## config.mk

```make
export PLATFORM = sky130hd
export DESIGN_NAME = command_frame_decoder
export DESIGN_NICKNAME = d
export VERILOG_FILES = /design/src/rtl/command_frame_decoder.sv
export SDC_FILE = /design/constraint.sdc
export NUM_CORES = 1
export LEC_CHECK = 0
export BUFFER_PORTS_ARGS = -buffer_cell sky130_fd_sc_hd__buf_2
export CAP_MARGIN = 0
export CORE_ASPECT_RATIO = 0.9
export CORE_MARGIN = 3
export CORE_UTILIZATION = 50
export CTS_BUF_LIST = sky130_fd_sc_hd__clkbuf_4
export DETAILED_ROUTE_END_ITERATION = 10
export PLACE_DENSITY = 0.69
export SETUP_SLACK_MARGIN = 0.4
export SYNTH_ARGS = -nofsm -noshare
export SYNTH_HDL_FRONTEND = slang
export SYNTH_SLANG_ARGS = --single-unit
```

## constraint.sdc

```tcl
create_clock -name clk -period 2.8 [get_ports clk]
set_input_delay 0.56 -clock clk [delete_from_list [all_inputs] [get_ports clk]]
set_output_delay 0.56 -clock clk [all_outputs]
set_load 0.005 [all_outputs]
```

## src/rtl/command_frame_decoder.sv

```systemverilog
// command_frame_decoder: parses 4-byte UART command frames (SOF, CMD, AMT, CHK) into held control fields
// Ports: clk, rst (sync active-high); rx_data/rx_valid byte stream in; cmd_ack consumer handshake;
//        cmd_valid/cmd_amount/cmd_on/cmd_off/cmd_increase/cmd_decrease decoded command held until ack;
//        frame_err/overrun one-cycle error pulses; err_count saturating error tally.
module command_frame_decoder #(
  parameter int TIMEOUT_CYCLES = 100000,
  parameter logic [7:0] SOF_BYTE = 8'hA5
) (
  input  logic       clk,
  input  logic       rst,
  input  logic [7:0] rx_data,
  input  logic       rx_valid,
  input  logic       cmd_ack,
  output logic       cmd_valid,
  output logic [7:0] cmd_amount,
  output logic       cmd_on,
  output logic       cmd_off,
  output logic       cmd_increase,
  output logic       cmd_decrease,
  output logic       frame_err,
  output logic       overrun,
  output logic [7:0] err_count
);
  localparam int TW = $clog2(TIMEOUT_CYCLES);
  typedef enum logic [2:0] {IDLE, GET_CMD, GET_AMT, GET_CHK, HOLD} state_t;
  state_t state;
  logic [TW-1:0] cnt;
  logic [7:0] cmd_b, amt_b;
  logic in_frame, chk_ok, timeout, fe_set, ov_set;
  always_comb begin
    in_frame = state == GET_CMD || state == GET_AMT || state == GET_CHK;
    chk_ok = rx_data == 8'(cmd_b + amt_b) && cmd_b[7:4] == 4'h0;
    // a byte arriving on the last counter cycle takes priority over the timeout
    timeout = in_frame && !rx_valid && cnt == TW'(TIMEOUT_CYCLES - 1);
    fe_set = timeout || (state == GET_CHK && rx_valid && !chk_ok);
    ov_set = state == HOLD && rx_valid && !cmd_ack;
  end
  always_ff @(posedge clk) begin
    if (rst) begin
      state <= IDLE;
      cnt <= '0;
      cmd_b <= '0;
      amt_b <= '0;
      cmd_valid <= 1'b0;
      cmd_amount <= '0;
      {cmd_decrease, cmd_increase, cmd_off, cmd_on} <= '0;
      frame_err <= 1'b0;
      overrun <= 1'b0;
      err_count <= '0;
    end else begin
      frame_err <= fe_set;
      overrun <= ov_set;
      if ((fe_set || ov_set) && err_count != 8'hFF) err_count <= err_count + 8'd1;
      case (state)
        IDLE: if (rx_valid && rx_data == SOF_BYTE) begin
          state <= GET_CMD;
          cnt <= '0;
        end
        GET_CMD, GET_AMT, GET_CHK: if (rx_valid) begin
          cnt <= '0;
          if (state == GET_CMD) begin
            cmd_b <= rx_data;
            state <= GET_AMT;
          end else if (state == GET_AMT) begin
            amt_b <= rx_data;
            state <= GET_CHK;
          end else if (chk_ok) begin
            cmd_valid <= 1'b1;
            cmd_amount <= amt_b;
            {cmd_decrease, cmd_increase, cmd_off, cmd_on} <= cmd_b[3:0];
            state <= HOLD;
          end else state <= IDLE;
        end else if (timeout) state <= IDLE;
        else cnt <= cnt + TW'(1);
        HOLD: if (cmd_ack) begin
          // a byte coinciding with the ack is handled as if already in IDLE
          cmd_valid <= 1'b0;
          cnt <= '0;
          state <= (rx_valid && rx_data == SOF_BYTE) ? GET_CMD : IDLE;
        end
        default: state <= IDLE;
      endcase
    end
  end
endmodule

```

==> results of run 1 <==
-- flip-flops by register name (all words and copies together) (netlist names) --
register	flops
cnt	17
amt_b	8
cmd_amount	8
cmd_b	8
err_count	8
state	3
cmd_decrease	1
cmd_increase	1
cmd_off	1
cmd_on	1
cmd_valid	1
frame_err	1
overrun	1
-- worst paths after layout --
check                        startpoint                        end  slack (ns)  cells after the start
setup / recovery  amt_b[0]$_SDFFE_PP0P_  err_count[7]$_SDFFE_PP0P_        0.19                     10
hold / removal               rx_data[0]      cmd_b[0]$_SDFFE_PP0P_        0.43                      3
setup reg to reg  amt_b[0]$_SDFFE_PP0P_  err_count[7]$_SDFFE_PP0P_        0.19                     10
hold reg to reg   amt_b[3]$_SDFFE_PP0P_      amt_b[3]$_SDFFE_PP0P_        0.49                      2
-- cell families (layout without fill, tap and decap cells) --
family,after synthesis,after routing,share of synthesized area
and+or+nand+nor,152,152,0.2646
AOI/OAI and AO/OA,60,60,0.1261
DFF,59,59,0.4022
xor gates and xnor gates,25,25,0.07456
muxes,17,17,0.06391
buffers and inverters,16,70,0.02343
adders and majority gates,10,10,0.04516
-- worst max-delay path, stage by stage, from the launching register on --
cell	delay, ns
dfxtp_2	0.35
ha_4	0.17
fa_2	0.38
a211oi_2	0.22
o21bai_1	0.10
a21oi_2	0.14
xnor2_1	0.09
and4_4	0.21
o211ai_4	0.29
and4_4	0.27
mux2_4	0.29
-- cell usage in the layout (no fill, tap or decap), types with 7 or more instances in the layout --
cell / count
xnor2_1: 10
buf_4: 11
xor2_1: 15
dfxtp_1: 56
clkbuf_4: 13
buf_2: 34
a21oi_1: 31
o21ai_0: 7
ha_1: 8
nand4_1: 12
nor2_1: 50
nand3_1: 8
mux2i_1: 12
nand2_1: 43
-- timing repair --
item,4_1_cts,5_1_grt
resized for setup,5,6
setup buffers,8,2
endpoints found under the setup margin,17,23
pin swaps,6,3
-- layer usage --
metal	track usage	part of all wire
met1	0.2753	0.51
met2	0.3012	0.42
met3	0.06224	0.044
met4	0.07632	0.017
met5	0	0
-- cell type report --
class	count	share of cell area
clock buffers	13	0.02833
clock inverters	3	0.004359
inverters	4	0.004359
multi-input cells	264	0.5024
flip-flops and latches	59	0.3440
well taps	67	0.02434
repair buffers	50	0.09226
-- report_power, final --
group          switching, mW  internal [mW]
Clock                  0.295          0.219
Sequential          0.000119          0.838
Combinational         0.0332         0.0173
==> flow_summary_export.csv, run 1 <==
group,metric,value,unit
clocking,cts_tree,"yes",
yosys,syn_inst,339,
clocking,clock_latency,0.39,ns
yosys,yosysMostFrequentCell,"dfxtp_1",
detailed_routing,drtIter0Drc,137,
detailed_routing,drcViolationCount,0,
floorplanning,die_h,78.71,um
critical_path,crit_path_end_kind,"flip-flop",
final_layout,drive_gt1_frac,0.2341,
sta,period_share,0.9320,
yosys,synth_edf_count,0,
grt,grt_pass1_wl,11000,um
sta,finalClockSkew,0.007630,ns
power_and_ir_drop,power_density,407.5,nW/um^2
sta,achievable-frequency,0.3832,GHz
placed_design,gp_congestion,0.9291,
final_layout,multi_input_area,1730,sq um
final_layout,utilization,0.6293,
critical_path,timing.critical_path.required,3.09,ns
clocking,clkTransAtPathRegs,0.10,ns
sta,timing.hold.ws,0.4302,ns
yosys,yosys_warnings,0,
sta,fin_ws,0.1905,ns
final_layout,num-nets-final,410,
yosys,yosysTopAreaCell,"dfxtp_1",
yosys,synth_nets,361,
detailed_routing,wire_per_inst,13.73,um
critical_path,arrival,2.90,ns
final_layout,num_antenna_cells,0,
sta,tns,0,ns
placed_design,dp_slack,0.1858,ns
clocking,cts_sinks,59,
sta,finalSetupViolations,0,
critical_path,worst-setup-path-type,"reg2reg",
yosys,netlist.area_leader.share,0.4022,
final_layout,fill_cells,499,
grt,first_global_vias,2347,
yosys,syn_area,2937,sq um
clocking,cts_hold_buf,0,
floorplanning,core,5474,sq um
final_layout,fin_area,3445,sq um
critical_path,cp_max_fo,7,
detailed_routing,antenna_left,0,
placed_design,dpl_cell_area,3217,sq um
yosys,synth_area_leaders,"dfxtp_1, nor2_1, nand2_1, a21oi_1, xor2_1",
run_status,status,"complete, no violations",
floorplanning,initial_core_util,0.5365,
grt,antenna_found_initial,0,
grt,grt_max_degree,34,
detailed_routing,wl,6318,um
power_and_ir_drop,ir_drop,0.3111,mV
grt,grtUsageTotal,0.2029,
grt,grt_remaining_overflow,0,
final_layout,stdcell_count,460,
power_and_ir_drop,p_leak,1.364,nW
floorplanning,die_area,6830,sq um
detailed_routing,avgViaCountPerCell,5.430,
floorplanning,rows,25,
sta,worst_slew_margin_rel,0.6096,
placed_design,hpwl,4525,um
final_layout,area_growth,17.30,%
detailed_routing,vias,2498,
yosys,synth_area_per_cell,8.662,sq um
sta,finalHoldViolations,0,
yosys,synth-seq-cells,59,
clocking,cts_buffers,9,
final_layout,register_area,1185,sq um
yosys,ys_seq_area_frac,0.4022,
yosys,yosys-top-cells-count,"dfxtp_1, nor2_1, nand2_1, a21oi_1, xor2_1",
placed_design,port_buffers,34,
floorplanning,die_w,86.78,um
clocking,h-tree-depth,3,
yosys,synth-main-ff-cell,"dfxtp_1",
yosys,synth_cell_types,50,
floorplanning,pin_count,35,
critical_path,cp-start-kind,"flip-flop",
sta,worst_pin_slew,0.5856,ns
sta,finalCriticalPeriod,2.610,ns
detailed_routing,drtPass1Iterations,4,
yosys,synth-async-reset-ratio,0,
clocking,ctsRootBufferMaster,"clkbuf_4",
min_path,min_path_type,"in2reg",
run,maxCapViolations,0,
sta,rsz0062_at_grt,"true",
clocking,cts_buffer_depth,2,
power_and_ir_drop,total_power,1.404,mW
sta,slew_violations,0,
placed_design,placedCellCount,434,
Power figures use the tool's default switching activity.
==> inputs of run 2 (changes only) <==
ABC_AREA = 1   (was not set)
PLACE_DENSITY = 0.68   (was 0.69)
==> flow_summary_export.csv, run 2 <==
group,metric,value,unit
critical_path,r2r_setup_slack,0.53,ns
sta,worst_slew_margin_rel,0.4438,
power_and_ir_drop,netSwitchingPower,0.8533,mW
grt,grt_remaining_overflow,0,
yosys,synth-async-reset-ratio,0,
clocking,ctsRootBufferMaster,"clkbuf_4",
detailed_routing,wl,7879,um
sta,achievable-frequency,0.4412,GHz
yosys,netlist.area_leader.share,0.3515,
final_layout,num-nets-final,544,
detailed_routing,avgViaCountPerCell,5.197,
yosys,synth-seq-cells,59,
sta,slew_violations,0,
final_layout,num_antenna_cells,0,
detailed_routing,vias,3191,
power_and_ir_drop,internal-power,1.387,mW
sta,finalClockSkew,0.01016,ns
yosys,synth_cell_types,37,
final_layout,layout_common_cells,"nand2_1, inv_1, dfxtp_1, nor2_1, a21oi_1",
critical_path,crit_path_end_kind,"flip-flop",
critical_path,crit_family,"simple AND/OR/NAND/NOR gates",
floorplanning,die_h,83.78,um
clocking,cts_sinks,59,
critical_path,cp_max_fo,5,
critical_path,r2r-end,"err_count[7]$_SDFFE_PP0P_",
floorplanning,pin_count,35,
yosys,syn_area,3361,sq um
floorplanning,rows,27,
power_and_ir_drop,p_leak,1.621,nW
yosys,synth_area_per_cell,6.972,sq um
final_layout,fill_cells,613,
sta,tns,0,ns
critical_path,r2r_start,"cmd_b[0]$_SDFFE_PP0P_",
critical_path,cp-start-kind,"flip-flop",
clocking,cts_hold_buf,0,
clocking,clock_latency,0.41,ns
sta,finalHoldViolations,0,
critical_path,slowest_delay,0.40,ns
yosys,synth_edf_count,0,
clocking,clkTransAtPathRegs,0.10,ns
yosys,yosys-top-cells-count,"nand2_1, dfxtp_1, inv_1, nor2_1, a21oi_1",
detailed_routing,wire_per_inst,12.83,um
yosys,yosysMostFrequentCell,"nand2_1",
power_and_ir_drop,power_density,587.3,nW/um^2
floorplanning,die_area,7742,sq um
run,maxCapViolations,0,
min_path,min_path_type,"in2reg",
grt,antenna_found_initial,0,
floorplanning,initial_core_util,0.5320,
critical_path,cp-startpoint,"cmd_b[0]$_SDFFE_PP0P_",
yosys,ys_seq_area_frac,0.3515,
power_and_ir_drop,swShare,0.3808,
power_and_ir_drop,share_seq_of_total_power,0.427,
placed_design,port_buffers,34,
yosys,yosysTopAreaCell,"dfxtp_1",
final_layout,top_register,"cnt",
critical_path,crit_end,"err_count[7]$_SDFFE_PP0P_",
final_layout,final_common_cell,"nand2_1",
sta,worst_pin_slew,0.8334,ns
detailed_routing,drtPass1Iterations,6,
sta,finalSetupViolations,0,
min_path,hold_start,"cmd_ack",
clocking,cts_tree,"yes",
sta,period_share,0.8095,
critical_path,r2r_cells,14,
sta,timing.hold.ws,0.3851,ns
power_and_ir_drop,total_power,2.241,mW
detailed_routing,drtIter0Drc,208,
yosys,yosys_warnings,0,
final_layout,drive_gt1_frac,0.1898,
critical_path,timing.critical_path.required,3.08,ns
placed_design,dp_slack,0.4016,ns
critical_path,slowest_stage,"fa_1",
floorplanning,core,6317,sq um
critical_path,crit_top_cell,"nand2_1",
placed_design,hpwl,5550,um
clocking,h-tree-depth,3,
critical_path,crit_path_cell_trace,"ha_4, fa_1, or2_1, nand3b_1, nand2_1, nor2_1, nand2_1, nor2_2, nand2_1, nand2_2, nand3_4, buf_4, nand3_1, a21oi_1",
grt,grtUsageTotal,0.2026,
clocking,cts_buffers,9,
critical_path,cp.depth,14,
detailed_routing,drcViolationCount,0,
yosys,synth_area_leaders,"dfxtp_1, nand2_1, inv_1, a21oi_1, nor2_1",
run_status,status,"complete, no violations",
sta,rsz0062_at_grt,"true",
critical_path,cp_num_buf_inv,1,
sta,finalCriticalPeriod,2.267,ns
grt,first_global_vias,2683,
yosys,syn_inst,482,
floorplanning,die_w,92.42,um
yosys,synth-main-ff-cell,"dfxtp_1",
yosys,synth_nets,504,
final_layout,area_growth,13.51,%
detailed_routing,antenna_left,0,
final_layout,largest_reg_flops,17,
grt,grt_pass1_wl,12630,um
critical_path,worst-setup-path-type,"reg2reg",
placed_design,gp_congestion,0.9193,
clocking,cts_buffer_depth,2,
grt,grt_max_degree,34,
power_and_ir_drop,ir_drop,0.3874,mV
sta,fin_ws,0.5334,ns
critical_path,arrival,2.55,ns
power_and_ir_drop,comb_power_share,0.309,
power_and_ir_drop,clkPwrFrac,0.264,
run 2: changes by cell type after synthesis, sizes merged, moves of 6 or more:
cell	change
a21oi	+15
inv	+60
mux2i	-12
nand2	+64
nand3	+22
nor2	+10
nor3	+8
o21ai	+24
xnor2	-6
run 2: worst min-delay path by stage:
stage | endpoint | slack (ns) | cells after the start
3_5_place_dp | cmd_off$_SDFFE_PP0P_ | 0.43 | 2
2_1_floorplan | cmd_amount[4]$_SDFFE_PP0P_ | 0.44 | 2
4_1_cts | cmd_valid$_SDFFE_PP0P_ | 0.35 | 2
3_3_place_gp | cmd_off$_SDFFE_PP0P_ | 0.43 | 2
6_report | cmd_valid$_SDFFE_PP0P_ | 0.39 | 2
5_1_grt | cmd_valid$_SDFFE_PP0P_ | 0.36 | 2
run 2: per-layer routing:
| layer | share of wire | vias to the layer above | GRT usage | routed length, um |
|---|---|---|---|---|
| met3 | 0.071 | 13 | 0.05050 | 557 |
| met5 | 0 | - | 0 | 0 |
| met4 | 0.015 | 0 | 0.06748 | 116 |
| met2 | 0.43 | 107 | 0.2951 | 3370 |
| met1 | 0.49 | 1422 | 0.2899 | 3835 |
| li1 | - | 1649 | - | - |
run 2: what timing repair did:
item / CTS / global route
resized for setup: 1 / 12
endpoints found under the setup margin: 2 / 20
pin swaps: 0 / 7
setup buffers: 0 / 2
cloned: 0 / 1
run 2: cell type report:
cell class | instances | area [sq um] | share of cell area
multi-input cells | 348 | 1929 | 0.5057
flip-flops and latches | 59 | 1184 | 0.3103
inverters | 64 | 242.7 | 0.06363
repair buffers | 40 | 219.0 | 0.05740
well taps | 87 | 108.9 | 0.02853
clock buffers | 10 | 75.07 | 0.01968
clock inverters | 6 | 56.30 | 0.01476
run 2: power groups by stage:
stage | Clock, mW | Sequential [mW] | Combinational (mW)
after floorplan | 0 | 0.958 | 0.550
after detailed placement | 0 | 0.973 | 0.681
after CTS | 0.607 | 0.953 | 0.683
after global placement | 0 | 0.972 | 0.665
after global routing | 0.650 | 0.967 | 0.769
final | 0.591 | 0.957 | 0.692
run 2: cell families (layout without fill, tap and decap cells):
kind of cell    count (synthesis)  in the layout  synth area share
compound gates                 86             86            0.1482
flops                          59             59            0.3515
xor+xnor                       19             19           0.04952
buf+inv                        76            120           0.08898
fa+ha+maj                      10             10           0.03946
simple gates                  232            233            0.3224
run 2: through the flow:
stage | instances | area, sq um | utilization
detailed placement | 595 | 3613 | 0.5720
floorplan | 482 | 3361 | -
global placement | 595 | 3613 | 0.5720
CTS | 611 | 3750 | 0.5936
finish | 614 | 3815 | 0.6039
global route | 614 | 3815 | 0.6039
==> inputs of run 3 (changes only) <==
clock period = 2.4 ns   (was 2.8 ns; I/O delays follow)
==> flow_summary_export.csv, run 3 (synthesis results as in run 2) <==
group,metric,value,unit
run_status,status,"complete, no violations",
detailed_routing,drcViolationCount,0,
placed_design,gp_congestion,0.9191,
sta,finalSetupViolations,0,
critical_path,crit_path_end_kind,"flip-flop",
clocking,ctsRootBufferMaster,"clkbuf_4",
floorplanning,die_w,92.42,um
sta,finalCriticalPeriod,2.317,ns
final_layout,final_common_cell,"nand2_1",
grt,grt_remaining_overflow,0,
sta,worst_pin_slew,0.4305,ns
final_layout,num-nets-final,557,
placed_design,port_buffers,34,
placed_design,placedCellCount,600,
detailed_routing,drtIter0Drc,170,
detailed_routing,avgViaCountPerCell,5.161,
final_layout,top_register,"cnt",
grt,grtUsageTotal,0.2160,
floorplanning,core,6317,sq um
critical_path,worst-setup-path-type,"reg2reg",
final_layout,drive_gt1_frac,0.2241,
clocking,h-tree-depth,3,
sta,worst_slew_margin_rel,0.7127,
min_path,min_path_type,"in2reg",
floorplanning,die_h,83.78,um
critical_path,cp_max_fo,10,
power_and_ir_drop,p_leak,1.753,nW
placed_design,hpwl,5598,um
sta,timing.hold.ws,0.2986,ns
detailed_routing,antenna_left,0,
sta,finalHoldViolations,0,
critical_path,cp-start-kind,"flip-flop",
final_layout,largest_reg_flops,17,
grt,first_global_vias,2878,
clocking,cts_sinks,59,
detailed_routing,vias,3236,
power_and_ir_drop,power_density,697.7,nW/um^2
min_path,hold_start,"cmd_ack",
grt,antenna_found_initial,0,
clocking,cts_buffer_depth,2,
sta,finalClockSkew,0.005703,ns
critical_path,arrival,2.62,ns
critical_path,slowest_delay,0.51,ns
floorplanning,initial_core_util,0.5320,
detailed_routing,wire_per_inst,12.81,um
critical_path,cp-startpoint,"cmd_b[0]$_SDFFE_PP0P_",
sta,rsz0062_at_grt,"true",
sta,slew_violations,0,
clocking,cts_tree,"yes",
run,maxCapViolations,0,
final_layout,area_growth,20.25,%
grt,grt_pass1_wl,13740,um
final_layout,stdcell_count,627,
clocking,cts_buffers,9,
critical_path,r2r_cells,15,
sta,achievable-frequency,0.4317,GHz
detailed_routing,wl,8032,um
critical_path,crit_path_cell_trace,"ha_4, fa_1, inv_1, nand2_1, nand2_1, nor2_1, nand2_1, nor2_1, nand2_1, nor2_4, buf_4, nand3_4, buf_12, o21ai_1, a21oi_1",
clocking,clkTransAtPathRegs,0.11,ns
final_layout,num_antenna_cells,0,
grt,grt_max_degree,34,
critical_path,r2r_start,"cmd_b[0]$_SDFFE_PP0P_",
sta,period_share,0.9653,
floorplanning,rows,27,
power_and_ir_drop,ir_drop,0.4079,mV
critical_path,crit_top_cell,"nand2_1",
critical_path,slowest_stage,"fa_1",
detailed_routing,drtPass1Iterations,5,
clocking,clock_latency,0.40,ns
min_path,hold_depth,2,
critical_path,r2r_setup_slack,0.08,ns
floorplanning,die_area,7742,sq um
critical_path,timing.critical_path.required,2.70,ns
floorplanning,pin_count,35,
final_layout,layout_common_cells,"nand2_1, inv_1, dfxtp_1, nor2_1, a21oi_1",
## run 3: worst paths after layout
check                                     to
setup / recovery  cmd_amount[7]$_SDFFE_PP0P_
hold / removal        cmd_valid$_SDFFE_PP0P_
setup reg to reg  cmd_amount[7]$_SDFFE_PP0P_
hold reg to reg   cmd_amount[7]$_SDFFE_PP0P_
## run 3: critical path: cells and delay by family, from the launching register on
| family | cells | cell delay (ns) |
|---|---|---|
| AOI/OAI and AO/OA | 2 | 0.18 |
| and+or+nand+nor | 8 | 0.64 |
| DFF | 1 | 0.36 |
| adders and majority gates | 2 | 0.67 |
| buffers and inverters | 3 | 0.37 |
## run 3: cell type report
type / count / area [sq um]
fill: 576 / 2276
multi-input combinational: 348 / 1981
sequential: 59 / 1185
timing repair buffer: 53 / 387.9
inverter: 64 / 242.7
tap: 87 / 108.9
clock inverter: 7 / 68.82
clock buffer: 9 / 67.56
## run 3: power by group
group / internal [mW] / total, mW / switching, mW
Sequential: 1.05 / 1.12 / 0.0747
Clock: 0.314 / 0.715 / 0.401
Combinational: 0.390 / 0.983 / 0.593
Total: 1.75 / 2.82 / 1.07
## run 3: layer usage
metal	up-vias	GRT usage	share of wire	wire [um]
met1	1470	0.3197	0.53	4239
met4	0	0.05803	0.010	80
li1	1681	-	-	-
met3	10	0.04959	0.047	378
met2	75	0.3116	0.41	3333
met5	-	0	0	0
## run 3: through the flow
stage                     cell area (sq um)  worst slack (ns)  utilization  power, mW  setup TNS, ns
after floorplan                        3398            0.3018            -      1.771              0
after global placement                 3681            0.1746       0.5827      1.935              0
after detailed placement               3681            0.1355       0.5827      1.948              0
after CTS                              3892            0.1222       0.6162      2.675              0
after global routing                   4041           -0.1241       0.6397      3.002         -1.420
final                                  4041           0.08331       0.6397      2.820              0
## run 3: what timing repair did
action	4_1_cts	5_1_grt
setup buffers	2	6
cloned	1	2
setup endpoints to repair	22	39
pin swaps	2	2
gates resized for setup	13	14
hold buffers	0	0
